--- config.mk ---
export PLATFORM = sky130hd
export DESIGN_NAME = sd_cmd_framer
export DESIGN_NICKNAME = d
export VERILOG_FILES = /design/src/rtl/sd_cmd_framer.sv
export SDC_FILE = /design/constraint.sdc
export NUM_CORES = 1
export LEC_CHECK = 0
export BUFFER_PORTS_ARGS = -buffer_cell sky130_fd_sc_hd__buf_2
export CAP_MARGIN = 40
export CORE_ASPECT_RATIO = 1.5
export CORE_MARGIN = 1
export CORE_UTILIZATION = 40
export CTS_BUF_LIST = sky130_fd_sc_hd__clkbuf_8 sky130_fd_sc_hd__clkbuf_16
export CTS_CLUSTER_DIAMETER = 30
export DETAILED_ROUTE_END_ITERATION = 16
export GPL_TIMING_DRIVEN = 0
export PLACE_DENSITY = 0.67
export SYNTH_ARGS = -nofsm -noshare
export SYNTH_HDL_FRONTEND = slang
export SYNTH_SLANG_ARGS = --single-unit
export TNS_END_PERCENT = 5
--- constraint.sdc ---
create_clock -name CLK -period 3.2 [get_ports CLK]
set_input_delay 0.64 -clock CLK [delete_from_list [all_inputs] [get_ports CLK]]
set_output_delay 0.64 -clock CLK [all_outputs]
set_load 0.01 [all_outputs]
--- src/rtl/sd_cmd_framer.sv ---
// sd_cmd_framer: assembles SPI receiver bytes into 6-byte SD-style command
// frames (index, 32-bit argument, CRC7, end bit) and strobes the decoded
// fields for the command layer.
// Optional feature macro: CMD_CRC_CHECK_EN (CRC7 accumulator and compare).
// With the macro undefined no CRC logic exists and CrcOk reads 1 on every
// decoded frame.
module sd_cmd_framer #(
    parameter int unsigned TIMEOUT = 32
) (
    input  logic        CLK,
    input  logic        RST,
    input  logic        CS,
    input  logic [7:0]  Buffer,
    input  logic        Changed,
    output logic        CmdValid,
    output logic [5:0]  CmdIndex,
    output logic [31:0] CmdArg,
    output logic        CrcOk,
    output logic        FrameErr,
    output logic        Busy
);

    localparam int unsigned TW      = (TIMEOUT > 1) ? $clog2(TIMEOUT) : 1;
    localparam int unsigned CNT_W   = 2;
    localparam int unsigned ARG_W   = 32;
    localparam int unsigned IDX_W   = 6;

    typedef enum logic [1:0] {
        IDLE = 2'd0,
        ARG  = 2'd1,
        CRC  = 2'd2
    } state_t;

    state_t             state_q, state_d;
    logic               changed_d;
    logic [CNT_W-1:0]   cnt_q, cnt_d;
    logic [TW-1:0]      timer_q, timer_d;
    logic [IDX_W-1:0]   idx_q, idx_d;
    logic [ARG_W-1:0]   arg_q, arg_d;

    logic               valid_d;
    logic               ferr_d;
    logic               busy_d;
    logic [IDX_W-1:0]   cmd_index_d;
    logic [ARG_W-1:0]   cmd_arg_d;
    logic               crc_ok_d;

    logic               bv;
    logic               timer_exp;

`ifdef CMD_CRC_CHECK_EN
    logic [6:0]         crc_q, crc_d;

    // CRC7 (x^7 + x^3 + 1), one byte MSB first
    function automatic logic [6:0] crc7_upd(input logic [6:0] c, input logic [7:0] b);
        logic [6:0] r;
        logic       fb;
        r = c;
        for (int i = 7; i >= 0; i--) begin
            fb = r[6] ^ b[i];
            r  = {r[5:0], 1'b0};
            if (fb) r = r ^ 7'h09;
        end
        return r;
    endfunction
`endif

    // New byte is flagged by the rising edge of Changed
    assign bv        = Changed & ~changed_d;
    assign timer_exp = (timer_q == TW'(TIMEOUT - 1));

    // State and output registers
    always_ff @(posedge CLK or posedge RST) begin
        if (RST) begin
            state_q   <= IDLE;
            changed_d <= 1'b0;
            cnt_q     <= '0;
            timer_q   <= '0;
            idx_q     <= '0;
            arg_q     <= '0;
            CmdValid  <= 1'b0;
            CmdIndex  <= '0;
            CmdArg    <= '0;
            CrcOk     <= 1'b0;
            FrameErr  <= 1'b0;
            Busy      <= 1'b0;
`ifdef CMD_CRC_CHECK_EN
            crc_q     <= '0;
`endif
        end else begin
            state_q   <= state_d;
            changed_d <= Changed;
            cnt_q     <= cnt_d;
            timer_q   <= timer_d;
            idx_q     <= idx_d;
            arg_q     <= arg_d;
            CmdValid  <= valid_d;
            CmdIndex  <= cmd_index_d;
            CmdArg    <= cmd_arg_d;
            CrcOk     <= crc_ok_d;
            FrameErr  <= ferr_d;
            Busy      <= busy_d;
`ifdef CMD_CRC_CHECK_EN
            crc_q     <= crc_d;
`endif
        end
    end

    // Next-state, frame collection and strobe generation
    always_comb begin
        state_d     = state_q;
        cnt_d       = cnt_q;
        timer_d     = timer_q;
        idx_d       = idx_q;
        arg_d       = arg_q;
        valid_d     = 1'b0;
        ferr_d      = 1'b0;
        cmd_index_d = CmdIndex;
        cmd_arg_d   = CmdArg;
        crc_ok_d    = CrcOk;
`ifdef CMD_CRC_CHECK_EN
        crc_d       = crc_q;
`endif

        if (CS) begin
            // Deselect drops the frame and any byte arriving with it
            state_d = IDLE;
            cnt_d   = '0;
            timer_d = '0;
`ifdef CMD_CRC_CHECK_EN
            crc_d   = '0;
`endif
        end else begin
            case (state_q)
                IDLE: begin
                    timer_d = '0;
                    // Only a start byte (01xx_xxxx) opens a frame; fill bytes are ignored
                    if (bv && (Buffer[7:6] == 2'b01)) begin
                        idx_d   = Buffer[5:0];
                        cnt_d   = '0;
                        state_d = ARG;
`ifdef CMD_CRC_CHECK_EN
                        crc_d   = crc7_upd(7'd0, Buffer);
`endif
                    end
                end

                ARG: begin
                    if (bv) begin
                        arg_d   = {arg_q[23:0], Buffer};
                        cnt_d   = CNT_W'(cnt_q + 2'd1);
                        timer_d = '0;
`ifdef CMD_CRC_CHECK_EN
                        crc_d   = crc7_upd(crc_q, Buffer);
`endif
                        if (cnt_q == 2'd3) state_d = CRC;
                    end else if (timer_exp) begin
                        state_d = IDLE;
                        cnt_d   = '0;
                        timer_d = '0;
`ifdef CMD_CRC_CHECK_EN
                        crc_d   = '0;
`endif
                    end else begin
                        timer_d = TW'(timer_q + 1'b1);
                    end
                end

                CRC: begin
                    if (bv) begin
                        cmd_index_d = idx_q;
                        cmd_arg_d   = arg_q;
`ifdef CMD_CRC_CHECK_EN
                        crc_ok_d    = (Buffer[7:1] == crc_q);
                        crc_d       = '0;
`else
                        crc_ok_d    = 1'b1;
`endif
                        // End bit must be 1; otherwise report a framing error instead
                        if (Buffer[0]) valid_d = 1'b1;
                        else           ferr_d  = 1'b1;
                        state_d = IDLE;
                        cnt_d   = '0;
                        timer_d = '0;
                    end else if (timer_exp) begin
                        state_d = IDLE;
                        cnt_d   = '0;
                        timer_d = '0;
`ifdef CMD_CRC_CHECK_EN
                        crc_d   = '0;
`endif
                    end else begin
                        timer_d = TW'(timer_q + 1'b1);
                    end
                end

                default: begin
                    state_d = IDLE;
                    cnt_d   = '0;
                    timer_d = '0;
                end
            endcase
        end

        busy_d = (state_d != IDLE);
    end

endmodule

==> qor.yml, run 1 <==
global_routing:
  grt-ovfl-total: 0
  grt_util_all_layers: 0.1549
  grt_first_pass_wirelength_um: 10690
  grt_antenna_before_repair: 0
  grt_pass1_vias: 2160
  grt_max_degree: 51
clock_tree:
  ctsRootBufferMaster: "clkbuf_16"
  cts.sinks: 90
  cts_buffers: 9
  cts_hold_buffers: 0
  cts_resized: 0
  cts_tree: "done"
  clk_latency_ns: 0.34
  cts_setup_buffers: 0
  htree_num_levels: 3
  clk_path_buf_depth: 2
  clk_pin_slew_ns: 0.06
power:
  switching_share: 0.2062
  ir_drop_v: 0.0002678
  seq_power_share: 0.522
  power_density_nw_per_um2: 546.3
  p_int_mw: 1.849
  switchingPower_mw: 0.4802
  p_leak_nw: 2.276
  p_comb_frac: 0.042
  power_mw: 2.329
  pwr-share-clk: 0.436
yosys:
  synthCells: 229
  synth.top_cell.area_share: 0.6349
  post_synth_mux_area_share: 0.2413
  synth_top_family_by_area: "multiplexers"
  async_flop_share: 1.000
  ys_ff_latch: 90
  synth-compound-area-share: 0.02222
  synth-adder-area-share: 0.02469
  synth_edf_count: 0
  synthesis.nets: 248
  synth.area.top_cells: "dfrtp_1 63%, mux2_2 23%, ha_1 2.5%, buf_4 1.3%, mux2_1 1.3%"
  yosys.cell_types.count: 33
  synthSimpleGateAreaFrac: 0.04903
  synth-main-ff-cell: "dfrtp_1"
  yosysSeqAreaShare: 0.6349
  synth_area_sq_um: 3547
  yosys_warnings: 0
  synth_common_cells: "90 x dfrtp_1, 72 x mux2_2, 7 x ha_1, 7 x inv_1, 6 x buf_4"
  synth.largest_area_cell: "dfrtp_1"
  syn_avg_cell_area_sq_um: 15.49
  synth.most_common_cell: "dfrtp_1"
  synthXorXnorAreaFrac: 0.004938
placement:
  dp_slack_ns: 1.165
  hpwl_um: 4445
  io_buffers: 53
  place_area_sq_um: 3976
  gp_congestion: 0.7177
  placed_cells: 390
die:
  coreArea_sq_um: 8516
  ios: 54
  dieArea_sq_um: 9257
  die_y_um: 117.3
  rows: 41
  start_util: 0.4165
  die_x_um: 78.89
setup_path:
  path_depth: 6
  path_buf_inv: 3
  setup.worst_path.start_class: "flip-flop"
  critPathKind: "flip-flop to flip-flop"
  endpoint: "arg_q[9]"
  slowest_delay_ns: 0.41
  critPathArrivalTime_ns: 2.19
  critPathMostFrequentCell: "inv_1"
  critPathTopFamily: "buffers and inverters"
  r2r_end: "arg_q[9]"
  reg2reg_depth: 6
  worstPathCellList: "inv_1 > ha_1 > inv_1 > nor3_2 > buf_4 > mux2_2"
  end_kind: "flip-flop"
  worstReg2RegStart: "state_q[1]"
  r2r_slack_ns: 1.23
  cp.required_ns: 3.42
  critPathMaxFanout: 10
  critPathLaunch: "state_q[1]"
  slowest_stage: "dfrtp_1"
drt:
  wl_met3_um: 272
  dr.pass1.iters: 4
  routedWlPerCell_um: 15.04
  postRouteAntennaNets: 0
  drt-met1-wl_um: 2523
  vias: 1997
  wl_um: 6090
  met2WireLength_um: 3163
  vias_per_cell: 4.931
  drt_iter0_markers: 92
  drcViolationCount: 0
  routed.top_layer: "met4"
sta:
  hold_violations: 0
  drv_slew: 0
  finalSetupViolCount: 0
  finalSetupTns_ns: 0
  worst_pin_slew_ns: 0.5273
  period_share: 0.6152
  min_period_ns: 1.969
  worst_slack_ns: 1.231
  holdWs_ns: 0.3454
  finClkSkew_ns: 0.004261
  max_freq_ghz: 0.5079
  rsz0062_at_grt: "false"
  maxSlewHeadroom: 0.6485
final_layout:
  fin_cells: 405
  syn2layout_area_growth_pct: 20.18
  fillers: 773
  nets: 313
  layout-drive-gt1-share: 0.5101
  final_util: 0.5006
  final_area_sq_um: 4263
  n_antenna_cell: 0
  register_area_sq_um: 2252
  multi_input_area_sq_um: 1214
outcome:
  status: "complete, no violations"
min_path:
  hp-class: "primary input to asynchronous set/reset pin"
flow_run:
  cap_violations: 0
## power by group through the flow
stage	Combinational (mW)	Clock (mW)	Sequential (mW)
after floorplan	0.0716	0	1.23
after global placement	0.0928	0	1.23
after detailed placement	0.101	0	1.24
after CTS	0.101	1.04	1.21
after global routing	0.112	1.09	1.22
final	0.0982	1.02	1.22
## sequential cells by signal (all words and copies together) (netlist names)
register and flops:
CmdValid 1, state_q 2, CrcOk 1, CmdIndex 6, timer_q 5, changed_d 1
FrameErr 1, CmdArg 32, arg_q 32, Busy 1, cnt_q 2, idx_q 6
## kinds of logic after synthesis
| logic type | count (synthesis) |
|---|---|
| flops | 90 |
| mux | 76 |
| simple gates | 27 |
| buf+inv | 15 |
| compound gates | 12 |
| fa+ha+maj | 7 |
| xor+xnor | 2 |
## placed cells by master (no fill, tap or decap), types with 2 or more instances in the layout
cell and n:
clkinv_2 2, a31oi_1 3, ha_1 7, mux2_1 4, nor3_1 4, a21oi_1 2, clkbuf_16 9, dfrtp_1 90
nand2_1 2, buf_2 55, mux2_2 72, nand2b_1 3, inv_1 8, buf_4 6, nor2_1 5, nor2b_1 3
## worst min-delay path by stage
stage                             to  slack [ns]        from  cells past startpoint
after detailed placement       CrcOk        0.45       CrcOk                      1
after floorplan           timer_q[0]        0.44  timer_q[0]                      1
after global placement         CrcOk        0.45       CrcOk                      1
after CTS                 CmdArg[27]        0.37         RST                      2
final                     CmdArg[12]        0.35         RST                      2
after global routing       CmdArg[5]        0.40         RST                      2
## routing by layer
| metal | vias up | global-route usage |
|---|---|---|
| met2 | 35 | 0.2533 |
| met3 | 11 | 0.05447 |
| met1 | 1025 | 0.1806 |
| li1 | 926 | - |
| met5 | - | 0 |
| met4 | 0 | 0.06932 |
## area by class of cell
class	instances	share of cell area
Sequential cell	90	0.5283
Multi-Input combinational cell	124	0.2847
Timing Repair Buffer	54	0.06868
Clock buffer	10	0.05606
Tap cell	107	0.03141
Buffer	8	0.01291
Clock inverter	5	0.01115
Inverter	7	0.006751
Note: power is estimated with default switching activity, not from simulation.
==> run 2, diff against run 1 <==
--- a/config.mk
+++ b/config.mk
@@ -14,7 +14,7 @@
 export CTS_CLUSTER_DIAMETER = 30
 export DETAILED_ROUTE_END_ITERATION = 16
 export GPL_TIMING_DRIVEN = 0
-export PLACE_DENSITY = 0.67
+export PLACE_DENSITY = 0.69
 export SYNTH_ARGS = -nofsm -noshare
 export SYNTH_HDL_FRONTEND = slang
 export SYNTH_SLANG_ARGS = --single-unit
==> constraint.sdc (replaced) <==
create_clock -name CLK -period 1.7 [get_ports CLK]
set_input_delay 0.34 -clock CLK [delete_from_list [all_inputs] [get_ports CLK]]
set_output_delay 0.34 -clock CLK [all_outputs]
set_load 0.01 [all_outputs]
==> run 2 against run 1 <==
Combinational power increased by 100%. Global-route usage is 0.17 points lower. Routed wire length grew 4.9%. Critical endpoint is now arg_q[15]. Setup slack worse by 1.2 ns. Power up 82%. Cell count grew 2.2%. Critical path depth grew 1. Highest routed layer unchanged. Cell area grew 3.4%. Core utilization up 1.7 points. Non-clock buffer count increased by 8.
==> qor.yml, run 2 (synthesis gave the netlist of run 1 again) <==
setup_path:
  worstReg2RegStart: "state_q[0]"
  slowest_stage: "dfrtp_2"
  worstPathCellList: "buf_4 > ha_4 > inv_1 > nor3_4 > buf_6 > buf_6 > mux2_2"
  r2r_end: "arg_q[15]"
  critPathLaunch: "state_q[0]"
  critPathTopFamily: "buffers and inverters"
  critPathMostFrequentCell: "buf_6"
  path_buf_inv: 4  # +1
  slowest_delay_ns: 0.41  # about the same
  end_kind: "flip-flop"
  endpoint: "arg_q[15]"
  setup.worst_path.start_class: "flip-flop"
  critPathArrivalTime_ns: 1.87  # -0.32 ns
  critPathKind: "flip-flop to flip-flop"
  reg2reg_depth: 7  # +1
  critPathMaxFanout: 10  # unchanged
  cp.required_ns: 1.91  # -1.51 ns
  r2r_slack_ns: 0.04  # -1.19 ns
  path_depth: 7  # +1
power:
  power_mw: 4.237  # +82%
  p_leak_nw: 2.326  # +2.2%
  power_density_nw_per_um2: 961.4  # +76%
  ir_drop_v: 0.0004993  # +86%
die:
  start_util: 0.4165  # unchanged
  ios: 54  # unchanged
  die_y_um: 117.3  # unchanged
  die_x_um: 78.89  # unchanged
  coreArea_sq_um: 8516  # unchanged
  rows: 41  # unchanged
  dieArea_sq_um: 9257  # unchanged
final_layout:
  nets: 321  # +2.6%
  fin_cells: 414  # +2.2%
  register_area_sq_um: 2255  # +0.11%
  mostFrequentLayoutCell: "dfrtp_1"
  layout-drive-gt1-share: 0.5375  # +0.02739
  n_antenna_cell: 0  # unchanged
  fillers: 756  # -2.2%
  layout_common_cells: "88 x dfrtp_1, 70 x mux2_2, 54 x buf_2, 9 x clkbuf_16, 8 x inv_1"
  multi_input_area_sq_um: 1252  # +3.2%
  syn2layout_area_growth_pct: 24.23
  final_util: 0.5175  # +0.01690
  largestRegisters: "CmdArg: 32 flops, arg_q: 32 flops"
sta:
  worst_pin_slew_ns: 0.4301  # -0.09716 ns
  min_period_ns: 1.660  # -0.3085 ns
  rsz0062_at_grt: "true"
  finalSetupTns_ns: 0  # unchanged
  finClkSkew_ns: 0.003674  # -0.0005866 ns
  hold_violations: 0  # unchanged
  max_freq_ghz: 0.6023  # +19%
  finalSetupViolCount: 0  # unchanged
  period_share: 0.9766  # +0.3614
  holdWs_ns: 0.01217  # -0.3332 ns
  drv_slew: 0  # unchanged
  maxSlewHeadroom: 0.7127  # +0.06417
clock_tree:
  htree_num_levels: 3  # unchanged
  cts_tree: "done"
  clk_path_buf_depth: 2  # unchanged
  ctsRootBufferMaster: "clkbuf_16"
  cts_hold_buffers: 0  # unchanged
  cts.sinks: 90  # unchanged
  clk_latency_ns: 0.33  # about the same
  cts_buffers: 9  # unchanged
  clk_pin_slew_ns: 0.06  # about the same
placement:
  gp_congestion: 0.7670  # +6.9%
  placed_cells: 391  # +0.26%
  io_buffers: 53  # unchanged
  hpwl_um: 4506  # +1.4%
drt:
  wl_um: 6390  # +4.9%
  dr.pass1.iters: 4  # unchanged
  postRouteAntennaNets: 0  # unchanged
  drt_iter0_markers: 94  # +2.2%
  drcViolationCount: 0  # unchanged
  vias: 2013  # +0.80%
  vias_per_cell: 4.862  # -1.4%
  routedWlPerCell_um: 15.43  # +2.6%
global_routing:
  grt_first_pass_wirelength_um: 10630  # -0.52%
  grt_pass1_vias: 2172  # +0.56%
  grt_max_degree: 39  # -24%
  grt_antenna_before_repair: 0  # unchanged
  grt-ovfl-total: 0  # unchanged
  grt_util_all_layers: 0.1531  # -0.001739
flow_run:
  cap_violations: 0  # unchanged
outcome:
  status: "complete, no violations"
min_path:
  hp-class: "primary input to asynchronous set/reset pin"
## run 2: cell types whose count changed in the layout (fill, tap and decap cells not counted), moves of 2 or more
cell / delta
mux2_2: -2
mux2_4: +2
ha_1: -2
buf_6: +5
ha_4: +2
dfrtp_2: +2
dfrtp_1: -2
clkinvlp_4: +2
buf_12: +4
## run 2: power by group
part | leakage [nW] | internal (mW) | total, mW | switching (mW)
Combinational | 0.951 | 0.101 | 0.197 | 0.0959
Clock | 0.143 | 1.01 | 1.75 | 0.745
Sequential | 1.23 | 2.23 | 2.29 | 0.0570
## run 2: routing by layer
metal	up-vias	track usage	wire, um
met4	0	0.07045	124
li1	955	-	-
met5	-	0	0
met1	1013	0.1776	2706
met2	37	0.2549	3321
met3	8	0.04747	237
## run 2: how the worst min path moves through the flow
stage               slack (ns)  depth (start not counted)          end     from
global route              0.04                          2  CmdIndex[4]      RST
finish                    0.01                          2   CmdArg[27]      RST
CTS                       0.01                          2   CmdArg[27]      RST
global placement          0.45                          1        CrcOk    CrcOk
floorplan                 0.37                          0    changed_d  Changed
detailed placement        0.37                          2   CmdArg[27]      RST
## run 2: metrics by stage
step	area, sq um	setup WS, ns
2_1_floorplan	3551	0.0003029
3_3_place_gp	3950	-0.2339
3_5_place_dp	3990	-0.2647
4_1_cts	4343	-0.04655
5_1_grt	4407	-0.02244
6_report	4407	0.03975
## run 2: cell type report
type | instances | share of cell area
buffer | 7 | 0.02129
clock buffer | 10 | 0.05423
clock inverter | 6 | 0.006246
inverter | 7 | 0.007382
multi-input combinational | 124 | 0.2842
sequential | 90 | 0.5116
tap | 107 | 0.03038
timing repair buffer | 63 | 0.08461
## run 2: what timing repair did
action	in CTS	in global routing
gates resized for setup	11	17
buffers inserted	6	1
gates cloned	1	0
endpoints found under the setup margin	69	71
pin swaps	1	0
## run 2: worst register-to-register path: stages (launching register included)
cell	delay, ns
dfrtp_2	0.41
buf_4	0.14
ha_4	0.16
inv_1	0.07
nor3_4	0.12
buf_6	0.15
buf_6	0.15
mux2_2	0.34
==> run 3, diff against run 2 <==
--- a/config.mk
+++ b/config.mk
@@ -7,6 +7,8 @@
 export LEC_CHECK = 0
 export BUFFER_PORTS_ARGS = -buffer_cell sky130_fd_sc_hd__buf_2
 export CAP_MARGIN = 40
+export CELL_PAD_IN_SITES_DETAIL_PLACEMENT = 0
+export CELL_PAD_IN_SITES_GLOBAL_PLACEMENT = 1
 export CORE_ASPECT_RATIO = 1.5
 export CORE_MARGIN = 1
 export CORE_UTILIZATION = 40
@@ -14,7 +16,7 @@
 export CTS_CLUSTER_DIAMETER = 30
 export DETAILED_ROUTE_END_ITERATION = 16
 export GPL_TIMING_DRIVEN = 0
-export PLACE_DENSITY = 0.69
+export PLACE_DENSITY = 0.79
 export SYNTH_ARGS = -nofsm -noshare
 export SYNTH_HDL_FRONTEND = slang
 export SYNTH_SLANG_ARGS = --single-unit
==> run 3 against run 2 <==
Global-route usage rose by 0.96 points. Fmax fell by 2.1%. Clock-buffer cell count fell by 1. First-iteration DRC count fell by 21%. Combinational power rose by 11%. Non-clock buffer count rose by 7. Critical path depth did not move. Critical path type unchanged. Highest routed layer unchanged.
==> qor.yml, run 3 (synthesis gave the netlist of run 1 again) <==
min_path:
  hp-class: "primary input to asynchronous set/reset pin"
clock_tree:
  clk_latency_ns: 0.34  # about the same
  ctsRootBufferMaster: "clkbuf_16"
  cts_tree: "done"
  cts.sinks: 90  # unchanged
  clk_pin_slew_ns: 0.06  # about the same
  clk_path_buf_depth: 2  # unchanged
  htree_num_levels: 3  # unchanged
  cts_buffers: 9  # unchanged
power:
  p_int_mw: 3.632  # +8.8%
  p_leak_nw: 2.405  # +3.4%
  switching_share: 0.2126  # +0.0007722
  pwr-share-clk: 0.455  # +0.042
  ir_drop_v: 0.0005706  # +14%
  seq_power_share: 0.498  # -0.043
  power_density_nw_per_um2: 992.6  # +3.2%
  switchingPower_mw: 0.9807  # +9.3%
  power_mw: 4.613  # +8.9%
  p_comb_frac: 0.047  # about the same
setup_path:
  end_kind: "flip-flop"
  critPathMaxFanout: 5  # -5
  setup.worst_path.start_class: "flip-flop"
  critPathArrivalTime_ns: 1.92  # +0.05 ns
  critPathKind: "flip-flop to flip-flop"
  cp.required_ns: 1.93  # +0.02 ns
placement:
  placed_cells: 391  # unchanged
  place_area_sq_um: 3990  # unchanged
  io_buffers: 53  # unchanged
  gp_congestion: 0.7575  # -1.2%
  hpwl_um: 4730  # +5.0%
die:
  rows: 41  # unchanged
  coreArea_sq_um: 8516  # unchanged
  dieArea_sq_um: 9257  # unchanged
  start_util: 0.4165  # unchanged
  ios: 54  # unchanged
  die_x_um: 78.89  # unchanged
  die_y_um: 117.3  # unchanged
drt:
  routedWlPerCell_um: 16.62  # +7.7%
  dr.pass1.iters: 4  # unchanged
  drcViolationCount: 0  # unchanged
  drt_iter0_markers: 74  # -21%
  postRouteAntennaNets: 0  # unchanged
  vias: 2069  # +2.8%
  wl_um: 6997  # +9.5%
  vias_per_cell: 4.914  # +1.1%
final_layout:
  syn2layout_area_growth_pct: 31.01
  layout_common_cells: "88 x dfrtp_1, 54 x buf_2, 52 x mux2_2, 20 x mux2_4, 12 x clkbuf_16"
  layout-drive-gt1-share: 0.5637  # +0.02623
  nets: 328  # +2.2%
  largestRegisters: "CmdArg: 32 flops, arg_q: 32 flops"
  final_area_sq_um: 4647  # +5.5%
  mostFrequentLayoutCell: "dfrtp_1"
  fin_cells: 421  # +1.7%
  n_antenna_cell: 0  # unchanged
sta:
  holdWs_ns: 0.1206  # +0.1084 ns
  worst_pin_slew_ns: 0.7479  # +0.3178 ns
  maxSlewHeadroom: 0.5004  # -0.2123
  drv_slew: 0  # unchanged
  max_freq_ghz: 0.5898  # -2.1%
  min_period_ns: 1.695  # +0.03525 ns
  finalSetupViolCount: 0  # unchanged
  period_share: 0.9973  # +0.02073
  hold_violations: 0  # unchanged
  finClkSkew_ns: 0.004844  # +0.001170 ns
  rsz0062_at_grt: "true"
  finalSetupTns_ns: 0  # unchanged
global_routing:
  grt_max_degree: 35  # -10%
  grt_pass1_vias: 2117  # -2.5%
  grt_antenna_before_repair: 0  # unchanged
  grt_util_all_layers: 0.1627  # +0.009605
  grt-ovfl-total: 0  # unchanged
  grt_first_pass_wirelength_um: 11180  # +5.2%
outcome:
  status: "complete, no violations"
flow_run:
  cap_violations: 0  # unchanged
-- run 3: timing repair --
action,4_1_cts,5_1_grt
endpoints found under the setup margin,69,74
gates cloned,1,3
setup buffers,5,6
pin swaps,1,3
hold buffers,0,0
gates resized for setup,15,36
-- run 3: final timing paths --
kind	startpoint	endpoint	slack, ns	cells past startpoint
worst min register to register	timer_q[0]	timer_q[0]	0.47	1
max in group asynchronous	RST	state_q[1]	0.76	4
min in group CLK	Changed	changed_d	0.18	1
worst max register to register	state_q[1]	arg_q[17]	0.005	7
worst max-delay path	state_q[1]	arg_q[17]	0.005	7
worst min-delay path	RST	CmdArg[27]	0.12	2
-- run 3: area by class of cell --
cell class              instances  area, sq um
plain buffers                   7        93.84
clock buffers                   9        225.2
clock inverters                 7        95.09
fillers                       729         3869
inverters                       7        35.03
multi-input cells             124         1324
flip-flops and latches         90         2255
well taps                     107        133.9
repair buffers                 70        485.5
-- run 3: power groups by stage --
stage / combinational [mW] / clock, mW / sequential (mW)
6_report: 0.219 / 2.10 / 2.30
2_1_floorplan: 0.135 / 0 / 2.31
4_1_cts: 0.201 / 2.14 / 2.29
3_5_place_dp: 0.196 / 0 / 2.33
3_3_place_gp: 0.177 / 0 / 2.32
5_1_grt: 0.245 / 2.26 / 2.31
-- run 3: per-stage QoR --
stage               utilization  worst slack [ns]
floorplan                     -         0.0003029
global placement         0.4639           -0.2463
detailed placement       0.4686           -0.3199
CTS                      0.5168          -0.01992
global route             0.5457          -0.05649
finish                   0.5457          0.004507
-- run 3: metal layers --
layer	wire [um]	track usage	vias up	share of wire
met5	0	0	-	0
met4	165	0.06591	0	0.024
met3	196	0.04981	12	0.028
met2	3841	0.2685	35	0.55
met1	2793	0.1956	1058	0.40
li1	-	-	964	-
-- run 3: worst max-delay path, cell delays in order, from the launching register on --
cell and delay [ns]:
dfrtp_2 0.43, inv_2 0.10, ha_4 0.17, inv_4 0.04, nor3_4 0.19, buf_6 0.18
clkbuf_16 0.16, mux2_4 0.30
